`src/rtl/adc3wire_config_sequencer.sv`:
```
// ============================================================================
// Module      : adc3wire_config_sequencer
// Description : Replays an ADC register table after reset, then arbitrates
//               host writes onto one 3-wire serializer with a per-transfer
//               timeout.
// Revision    : 1.0 - initial release
// ============================================================================
`default_nettype none

module adc3wire_config_sequencer #(
    parameter int                        NUM_ENTRIES    = 4,
    parameter logic [20*NUM_ENTRIES-1:0] INIT_TABLE     = {NUM_ENTRIES{20'h0}},
    parameter int                        AUTOCONFIG     = 1,
    parameter int                        STARTUP_DELAY  = 256,
    parameter int                        TIMEOUT_CYCLES = 1023
) (
    input  logic        wb_clk_i,
    input  logic        wb_rst_i,
    input  logic        host_req,
    input  logic [3:0]  host_addr,
    input  logic [15:0] host_data,
    output logic        host_ack,
    output logic        host_busy,
    input  logic        rerun,
    output logic        cfg_start,
    output logic [3:0]  cfg_addr,
    output logic [15:0] cfg_data,
    input  logic        cfg_done,
    output logic        auto_done,
    output logic        timeout_err
);

    localparam int   c_dly_w     = (STARTUP_DELAY > 0) ? $clog2(STARTUP_DELAY + 1) : 1;
    localparam int   c_tmo_w     = (TIMEOUT_CYCLES > 1) ? $clog2(TIMEOUT_CYCLES + 1) : 1;
    localparam logic c_auto      = (AUTOCONFIG != 0);
    localparam logic [3:0] c_last = 4'(NUM_ENTRIES - 1);

    typedef enum logic [2:0] {
        ST_STARTUP   = 3'd0,
        ST_IDLE      = 3'd1,
        ST_ISSUE     = 3'd2,
        ST_WAIT_BUSY = 3'd3,
        ST_WAIT_DONE = 3'd4,
        ST_COMPLETE  = 3'd5
    } state_t;

    state_t               state_q;
    logic [c_dly_w-1:0]   delay_q;
    logic [c_tmo_w-1:0]   tmo_q;
    logic [3:0]           index_q;
    logic                 auto_pending_q;
    logic                 src_host_q;
    logic                 aborted_q;
    logic                 rerun_pend_q;
    logic                 host_ack_q;
    logic                 host_busy_q;
    logic                 cfg_start_q;
    logic [3:0]           cfg_addr_q;
    logic [15:0]          cfg_data_q;
    logic                 auto_done_q;
    logic                 timeout_err_q;

    logic [c_tmo_w-1:0]   tmo_d;
    logic                 tmo_hit_d;
    logic                 pend_d;
    logic [3:0]           index_d;
    logic [8:0]           entry_base_d;
    logic [19:0]          entry_d;

    // A rerun seen in IDLE/STARTUP acts in the same cycle, so arbitration
    // looks at the post-rerun pending flag and index.
    always_comb begin
        tmo_d        = tmo_q + 1'b1;
        tmo_hit_d    = (tmo_d >= c_tmo_w'(TIMEOUT_CYCLES));
        pend_d       = auto_pending_q | rerun;
        index_d      = rerun ? 4'd0 : index_q;
        entry_base_d = 9'(index_d) * 9'd20;
        entry_d      = INIT_TABLE[entry_base_d +: 20];
    end

    always_ff @(posedge wb_clk_i) begin
        if (wb_rst_i) begin
            state_q        <= ST_STARTUP;
            delay_q        <= c_dly_w'(STARTUP_DELAY);
            tmo_q          <= '0;
            index_q        <= 4'd0;
            auto_pending_q <= 1'b0;
            src_host_q     <= 1'b0;
            aborted_q      <= 1'b0;
            rerun_pend_q   <= 1'b0;
            host_ack_q     <= 1'b0;
            host_busy_q    <= 1'b0;
            cfg_start_q    <= 1'b0;
            cfg_addr_q     <= 4'd0;
            cfg_data_q     <= 16'd0;
            auto_done_q    <= 1'b0;
            timeout_err_q  <= 1'b0;
        end else begin
            cfg_start_q <= 1'b0;
            host_ack_q  <= 1'b0;

            if (rerun && (state_q == ST_ISSUE || state_q == ST_WAIT_BUSY ||
                          state_q == ST_WAIT_DONE)) begin
                rerun_pend_q <= 1'b1;
            end

            case (state_q)
                ST_STARTUP: begin
                    if (rerun) begin
                        auto_pending_q <= 1'b1;
                        index_q        <= 4'd0;
                        auto_done_q    <= 1'b0;
                        timeout_err_q  <= 1'b0;
                    end
                    if (delay_q == '0) begin
                        state_q        <= ST_IDLE;
                        auto_pending_q <= c_auto | pend_d;
                        auto_done_q    <= ~(c_auto | pend_d);
                    end else begin
                        delay_q <= delay_q - 1'b1;
                    end
                end

                ST_IDLE: begin
                    if (rerun) begin
                        auto_pending_q <= 1'b1;
                        index_q        <= 4'd0;
                        auto_done_q    <= 1'b0;
                        timeout_err_q  <= 1'b0;
                    end
                    if (cfg_done) begin
                        if (pend_d) begin
                            cfg_addr_q  <= entry_d[19:16];
                            cfg_data_q  <= entry_d[15:0];
                            src_host_q  <= 1'b0;
                            aborted_q   <= 1'b0;
                            cfg_start_q <= 1'b1;
                            state_q     <= ST_ISSUE;
                        end else if (host_req) begin
                            cfg_addr_q  <= host_addr;
                            cfg_data_q  <= host_data;
                            src_host_q  <= 1'b1;
                            aborted_q   <= 1'b0;
                            host_busy_q <= 1'b1;
                            cfg_start_q <= 1'b1;
                            state_q     <= ST_ISSUE;
                        end
                    end
                end

                ST_ISSUE: begin
                    tmo_q   <= '0;
                    state_q <= ST_WAIT_BUSY;
                end

                ST_WAIT_BUSY, ST_WAIT_DONE: begin
                    tmo_q <= tmo_d;
                    if (state_q == ST_WAIT_BUSY && !cfg_done) begin
                        state_q <= ST_WAIT_DONE;
                    end else if (state_q == ST_WAIT_DONE && cfg_done) begin
                        state_q    <= ST_COMPLETE;
                        host_ack_q <= src_host_q;
                    end else if (tmo_hit_d) begin
                        // A stuck autoconfig entry abandons the rest of the table.
                        state_q       <= ST_COMPLETE;
                        host_ack_q    <= src_host_q;
                        timeout_err_q <= 1'b1;
                        if (!src_host_q) begin
                            auto_pending_q <= 1'b0;
                            auto_done_q    <= 1'b1;
                            aborted_q      <= 1'b1;
                        end
                    end
                end

                ST_COMPLETE: begin
                    state_q     <= ST_IDLE;
                    host_busy_q <= 1'b0;
                    if (!src_host_q) begin
                        if (aborted_q) begin
                            index_q <= 4'd0;
                        end else if (index_q == c_last) begin
                            auto_pending_q <= 1'b0;
                            auto_done_q    <= 1'b1;
                            index_q        <= 4'd0;
                        end else begin
                            index_q <= index_q + 4'd1;
                        end
                    end
                    if (rerun_pend_q || rerun) begin
                        auto_pending_q <= 1'b1;
                        index_q        <= 4'd0;
                        auto_done_q    <= 1'b0;
                        timeout_err_q  <= 1'b0;
                        rerun_pend_q   <= 1'b0;
                    end
                end

                default: begin
                    state_q <= ST_IDLE;
                end
            endcase
        end
    end

    assign host_ack    = host_ack_q;
    assign host_busy   = host_busy_q;
    assign cfg_start   = cfg_start_q;
    assign cfg_addr    = cfg_addr_q;
    assign cfg_data    = cfg_data_q;
    assign auto_done   = auto_done_q;
    assign timeout_err = timeout_err_q;

endmodule

`default_nettype wire

```
`config.mk`:
```
export PLATFORM = sky130hd
export DESIGN_NAME = adc3wire_config_sequencer
export DESIGN_NICKNAME = d
export VERILOG_FILES = /design/src/rtl/adc3wire_config_sequencer.sv
export SDC_FILE = /design/constraint.sdc
export NUM_CORES = 1
export LEC_CHECK = 0
export BUFFER_PORTS_ARGS = -buffer_cell sky130_fd_sc_hd__buf_4
export CORE_ASPECT_RATIO = 1.25
export CORE_UTILIZATION = 50
export DETAILED_ROUTE_END_ITERATION = 7
export PLACE_DENSITY = 0.79
export SKIP_CTS_REPAIR_TIMING = 1
export SYNTH_ARGS = -nofsm -noshare
export SYNTH_HDL_FRONTEND = slang
export SYNTH_SLANG_ARGS = --single-unit
```
`constraint.sdc`:
```
create_clock -name wb_clk_i -period 7.6 [get_ports wb_clk_i]
set_clock_uncertainty 0.15 [all_clocks]
set_input_delay 0.38 -clock wb_clk_i [delete_from_list [all_inputs] [get_ports wb_clk_i]]
set_output_delay 0.38 -clock wb_clk_i [all_outputs]
set_load 0.05 [all_outputs]
```
; After elaboration in Yosys (flattened, before gate mapping)
; Index checks and enable logic that the tools add are counted.
[word_totals]
output_inout_bits = 25
inputBits = 25
wordCells = 138
register_bits = 55
[classes]
n_reduce_logical = 28
muxes = 63
addsub = 3
bitwise_logic = 5
mul = 1
shifts = 1
eq_ne = 21
magnitude_cmp = 1
[op_table]
columns = op, count
row1 = variable part select 80 x 10 -> 20 bit (first input constant), 1
row2 = two-way mux 1 bit, 39
row3 = two-way mux 16 bit, 2
row4 = two-way mux 4 bit, 7
row5 = two-way mux 3 bit, 7
row6 = case mux 10 bit (2 select lines), 1
row7 = != test 2 bit (second input constant), 9
row8 = != test 3 bit (second input constant), 4
row9 = case mux 3 bit (4 select lines), 1
row10 = adder 10 x 1 -> 10 bit (second input constant), 1
row11 = greater-or-equal comparator 10 bit (second input constant), 1
row12 = nonzero test 2 bit, 5
row13 = zero test 9 bit, 1
row14 = subtractor 9 x 1 -> 9 bit (second input constant), 1
row15 = case mux 1 bit (4 select lines), 2
row16 = case mux 4 bit (2 select lines), 1
row17 = AND reduction 4 bit, 2
row18 = AND reduction 8 bit, 1
row19 = multiplier 4 x 3 -> 7 bit (second input constant), 1
row20 = AND reduction 7 bit, 1
row21 = equality test 3 x 2 -> 1 bit (second input constant), 2
row22 = equality test 3 bit (second input constant), 2
row23 = AND reduction 6 bit, 1
row24 = OR reduction 3 bit, 2
row25 = other kinds (18), 28

; Longest topological paths before layout
[logic_depth]
ltp_word = 7
depth_mapped = 8
mapped_depth_nobuf = 8

; Worst setup path before layout
; No wires, ideal clock.
[synth_path]
path_type = register to register
from = reg tmo_q[1]
to = reg auto_done_q, in the netlist auto_done
setup_ns = 0.103
required_ns = 7.347
path_stages_with_launch = 8
setup_slack_ns = 5.134
period_less_slack_ns = 2.466
path_buffers = 0
arrival_time_ns = 2.212
path_cell_list = dfxtp_1 -> ha_1 -> and3_4 -> and3_4 -> or3b_4 -> a211oi_4 -> o21ai_2 -> a2111oi_2
[synth_via]
elab_chain_cells = 4
[synth_rtl]
columns = item, line_no
row1 = "start, declared", 49  ; logic [c_tmo_w-1:0] tmo_q;
row2 = "start signal, assigned", 157  ; tmo_q <= tmo_d;
row3 = adder 10 x 1 -> 10 bit, 73  ; tmo_d = tmo_q + 1'b1;
row4 = greater-or-equal comparator 10 bit, 74  ; tmo_hit_d = (tmo_d >= c_tmo_w'(TIMEOUT_CYCLES));
row5 = != test 2 bit (no source line), n/a
row6 = AND reduction 8 bit (no source line), n/a
row7 = "end signal, assigned", 118  ; auto_done_q <= ~(c_auto | pend_d);
row8 = "end, declared", 60  ; logic auto_done_q;
; Every way passes these cells.
; A chain may end at the register's enable or synchronous reset.

; Worst setup path after layout
; Ends and elaborated chain as after synthesis.

==> out/qor.csv <==
stage,metric,value,unit
power_and_ir_drop,Switching Power,285,uW
placed_design,PortBufs,49,
global_route,initial antenna violation count,0,
synthesis,synth warn,0,
hold_path,Hold Path Origin,host_data[6],
floorplanning,Ports,50,
floorplanning,row cnt,29,
synthesis,post-synthesis sequential area ratio,0.404,
global_route,first-pass GRT wire length,10800,microns
global_route,total grt overflow,0,
setup_path,Required @ worst endpoint,7.67,ns
setup_path,Critical Path End Type,register,
detailed_routing,mean number of vias per cell,6.01,
power_and_ir_drop,Sw Share,0.357,
run_status,run status,"complete, no violations",
detailed_routing,final WL,6570,microns
synthesis,"Cell Area, Synth",2730,sq um
synthesis,top cell type's share of synthesized area,0.404,
layout,Syn-to-layout area delta,18.3,%
synthesis,Synth area leaders,"dfxtp_1 (40%), a22o_1 (7.4%), a21oi_1 (4.4%)",
power_and_ir_drop,Pleak,1.28,nW
hold_path,worst min-delay path class,in -> reg,
floorplanning,Die X,68.0,microns
synthesis,"count leader, synth",dfxtp_1,
synthesis,synthesized area per cell,8.47,sq um
power_and_ir_drop,Logic pwr share,0.334,
timing,# setup viols final,0,
layout,FF/Latch Area,1100,sq um
floorplanning,Initial Util,0.529,
power_and_ir_drop,clock power share,0.220,
timing,minimum clock period,2.72,ns
detailed_routing,drt wl/cell,15.5,microns
power_and_ir_drop,VDD IR max,0.138,mV
detailed_routing,initial drt markers,192,
placed_design,Placed Cells,417,
floorplanning,core area,5150,sq um
synthesis,ys flop type,dfxtp_1,
layout,n_diodes,0,
setup_path,worst stage delay on the critical path,0.48,ns
power_and_ir_drop,internal cell power,513,uW
synthesis,Yosys reg bits,55,
setup_path,crit path max fanout,8,
setup_path,CP Launch Point,tmo_q[1],
clock_tree,Clock Path Buffers,2,
synthesis,top cell types by occurrence after synthesis,"dfxtp_1 (55), nand2_1 (31), nor2_1 (28)",
floorplanning,die area,5750,sq um
setup_path,WP data arrival,2.78,ns
synthesis,async set-or-reset flop fraction in the synthesized netlist,0,
placed_design,DP HPWL,4510,microns
detailed_routing,ANT nets after route,0,
global_route,Total GRT Usage,0.244,
layout,Multi-input gate area,1510,sq um
synthesis,Synth Instances,322,
power_and_ir_drop,Pwr Density,247,nW/um^2
clock_tree,CTS root buf,clkbuf_8,
clock_tree,clk slew on worst S/H paths,0.11,ns
clock_tree,clk_lat worst skew,0.31,ns
job,max_cap viols,0,
detailed_routing,router iterations before antenna repair,4,
layout,number of nets in the layout,391,
setup_path,element type at the critical path start,register,
power_and_ir_drop,sequential share of power,0.447,
floorplanning,Die H,84.6,microns
timing,normalized max-slew margin,0.266,
setup_path,reg-to-reg startpoint,tmo_q[1],
layout,layout cells sized above 1,0.207,
clock_tree,Num CTS Buffers,5,
synthesis,Synth cell types,55,
timing,Final TNS setup,0,ns
layout,Layout Cells excl Fill,425,
detailed_routing,Via Count,2556,
timing,final count of hold timing violations,0,
timing,RSZ-0062 raised after global routing,false,
synthesis,Post-synth EDFFs,0,
global_route,vias in the first global route,2474,
placed_design,routability cong.,0.889,
setup_path,CP Class,reg -> reg,
layout,# fillers,459,
power_and_ir_drop,total power,798,uW
setup_path,slowest cell on the critical path,dfxtp_1,
detailed_routing,DRC,0,
setup_path,"Top cell by count, worst path",and3_4,
synthesis,Synth area leader,dfxtp_1,
setup_path,cells along the critical path,ha_1 > and3_4 > and3_4 > or3b_4 > a211oi_4 > o21ai_2 > a2111oi_2,
timing,part of the cycle the worst path needs,0.357,
clock_tree,TritonCTS clock tree,done,
timing,fmax,368,MHz
clock_tree,clock sink count,55,
synthesis,Mapped Nets,351,
global_route,largest net degree at the start of global routing,41,
clock_tree,H-tree depth,2,
timing,measured slew at the worst slew-check pin,1.09,ns
timing,Final Slew Violations,0,
-- cell families after synthesis --
kind of cell,synth area share
buffers and inverters,0.0427
XOR/XNOR,0.0289
AND/OR/NAND/NOR,0.215
adder cells (fa/ha/maj),0.0184
multiplexers,0.0110
AO/OA/AOI/OAI,0.280
flip-flops,0.404
-- layer usage --
layer / vias to the layer above / track usage / share of wire
li1: 1258 / - / -
met1: 1202 / 0.294 / 0.43
met2: 84 / 0.402 / 0.50
met3: 12 / 0.0584 / 0.053
met4: 0 / 0.106 / 0.014
met5: - / 0 / 0
-- worst max-delay path: cells and delay by family (launching register included) --
family | cells | cell delay (ns)
AO/OA/AOI/OAI | 3 | 0.86
AND/OR/NAND/NOR | 3 | 0.84
flip-flops | 1 | 0.48
adder cells (fa/ha/maj) | 1 | 0.30
-- through the flow --
step	hold WS (ns)	utilization	cell area, sq um	worst slack, ns
CTS	0.128	0.626	3220	4.92
global placement	0.285	0.606	3120	5.02
finish	0.137	0.626	3220	4.88
detailed placement	0.294	0.606	3120	4.94
global route	0.129	0.626	3220	4.71
floorplan	0.278	-	2730	5.13
-- area by class of cell --
class	count	area share
Clock buffer	8	0.0310
Inverter	9	0.0105
Multi-Input combinational cell	238	0.470
Sequential cell	55	0.341
Tap cell	62	0.0241
Timing Repair Buffer	53	0.123
-- power groups by stage --
stage	Clock (mW)	Sequential [mW]	Combinational, mW
6_report	0.175	0.356	0.266
5_1_grt	0.188	0.362	0.294
4_1_cts	0.178	0.356	0.266
3_5_place_dp	0	0.361	0.265
3_3_place_gp	0	0.361	0.258
2_1_floorplan	0	0.364	0.201
-- cell usage in the layout, fill, tap and decap left out, types with 6 or more instances in the layout --
cell type  synthesis  final
dfxtp_1           55     55
buf_4              1     53
nand2_1           31     31
nor2_1            28     28
a21oi_1           24     24
a22o_1            23     23
o21ai_0           14     14
nand3_1           10     10
inv_1              9      9
nor3_1            10      9
nor2b_1            7      7
a31oi_1            7      7
clkbuf_8           0      7
a21boi_0           6      6
-- sequential cells by signal, summed over array words and instances (netlist names) --
signal / flops
aborted_q: 1
auto_done: 1
auto_pending_q: 1
cfg_addr: 4
cfg_data: 16
cfg_start: 1
delay_q: 9
host_ack: 1
host_busy: 1
index_q: 4
rerun_pend_q: 1
src_host_q: 1
state_q: 3
timeout_err: 1
tmo_q: 10
-- final timing paths --
path	slack (ns)	cells past startpoint	end
setup reg to reg	4.88	7	auto_done
hold reg to reg	0.31	1	delay_q[8]
hold / removal	0.14	2	cfg_data[6]
setup / recovery	4.88	7	auto_done
Note: power is estimated with default switching activity, not from simulation.
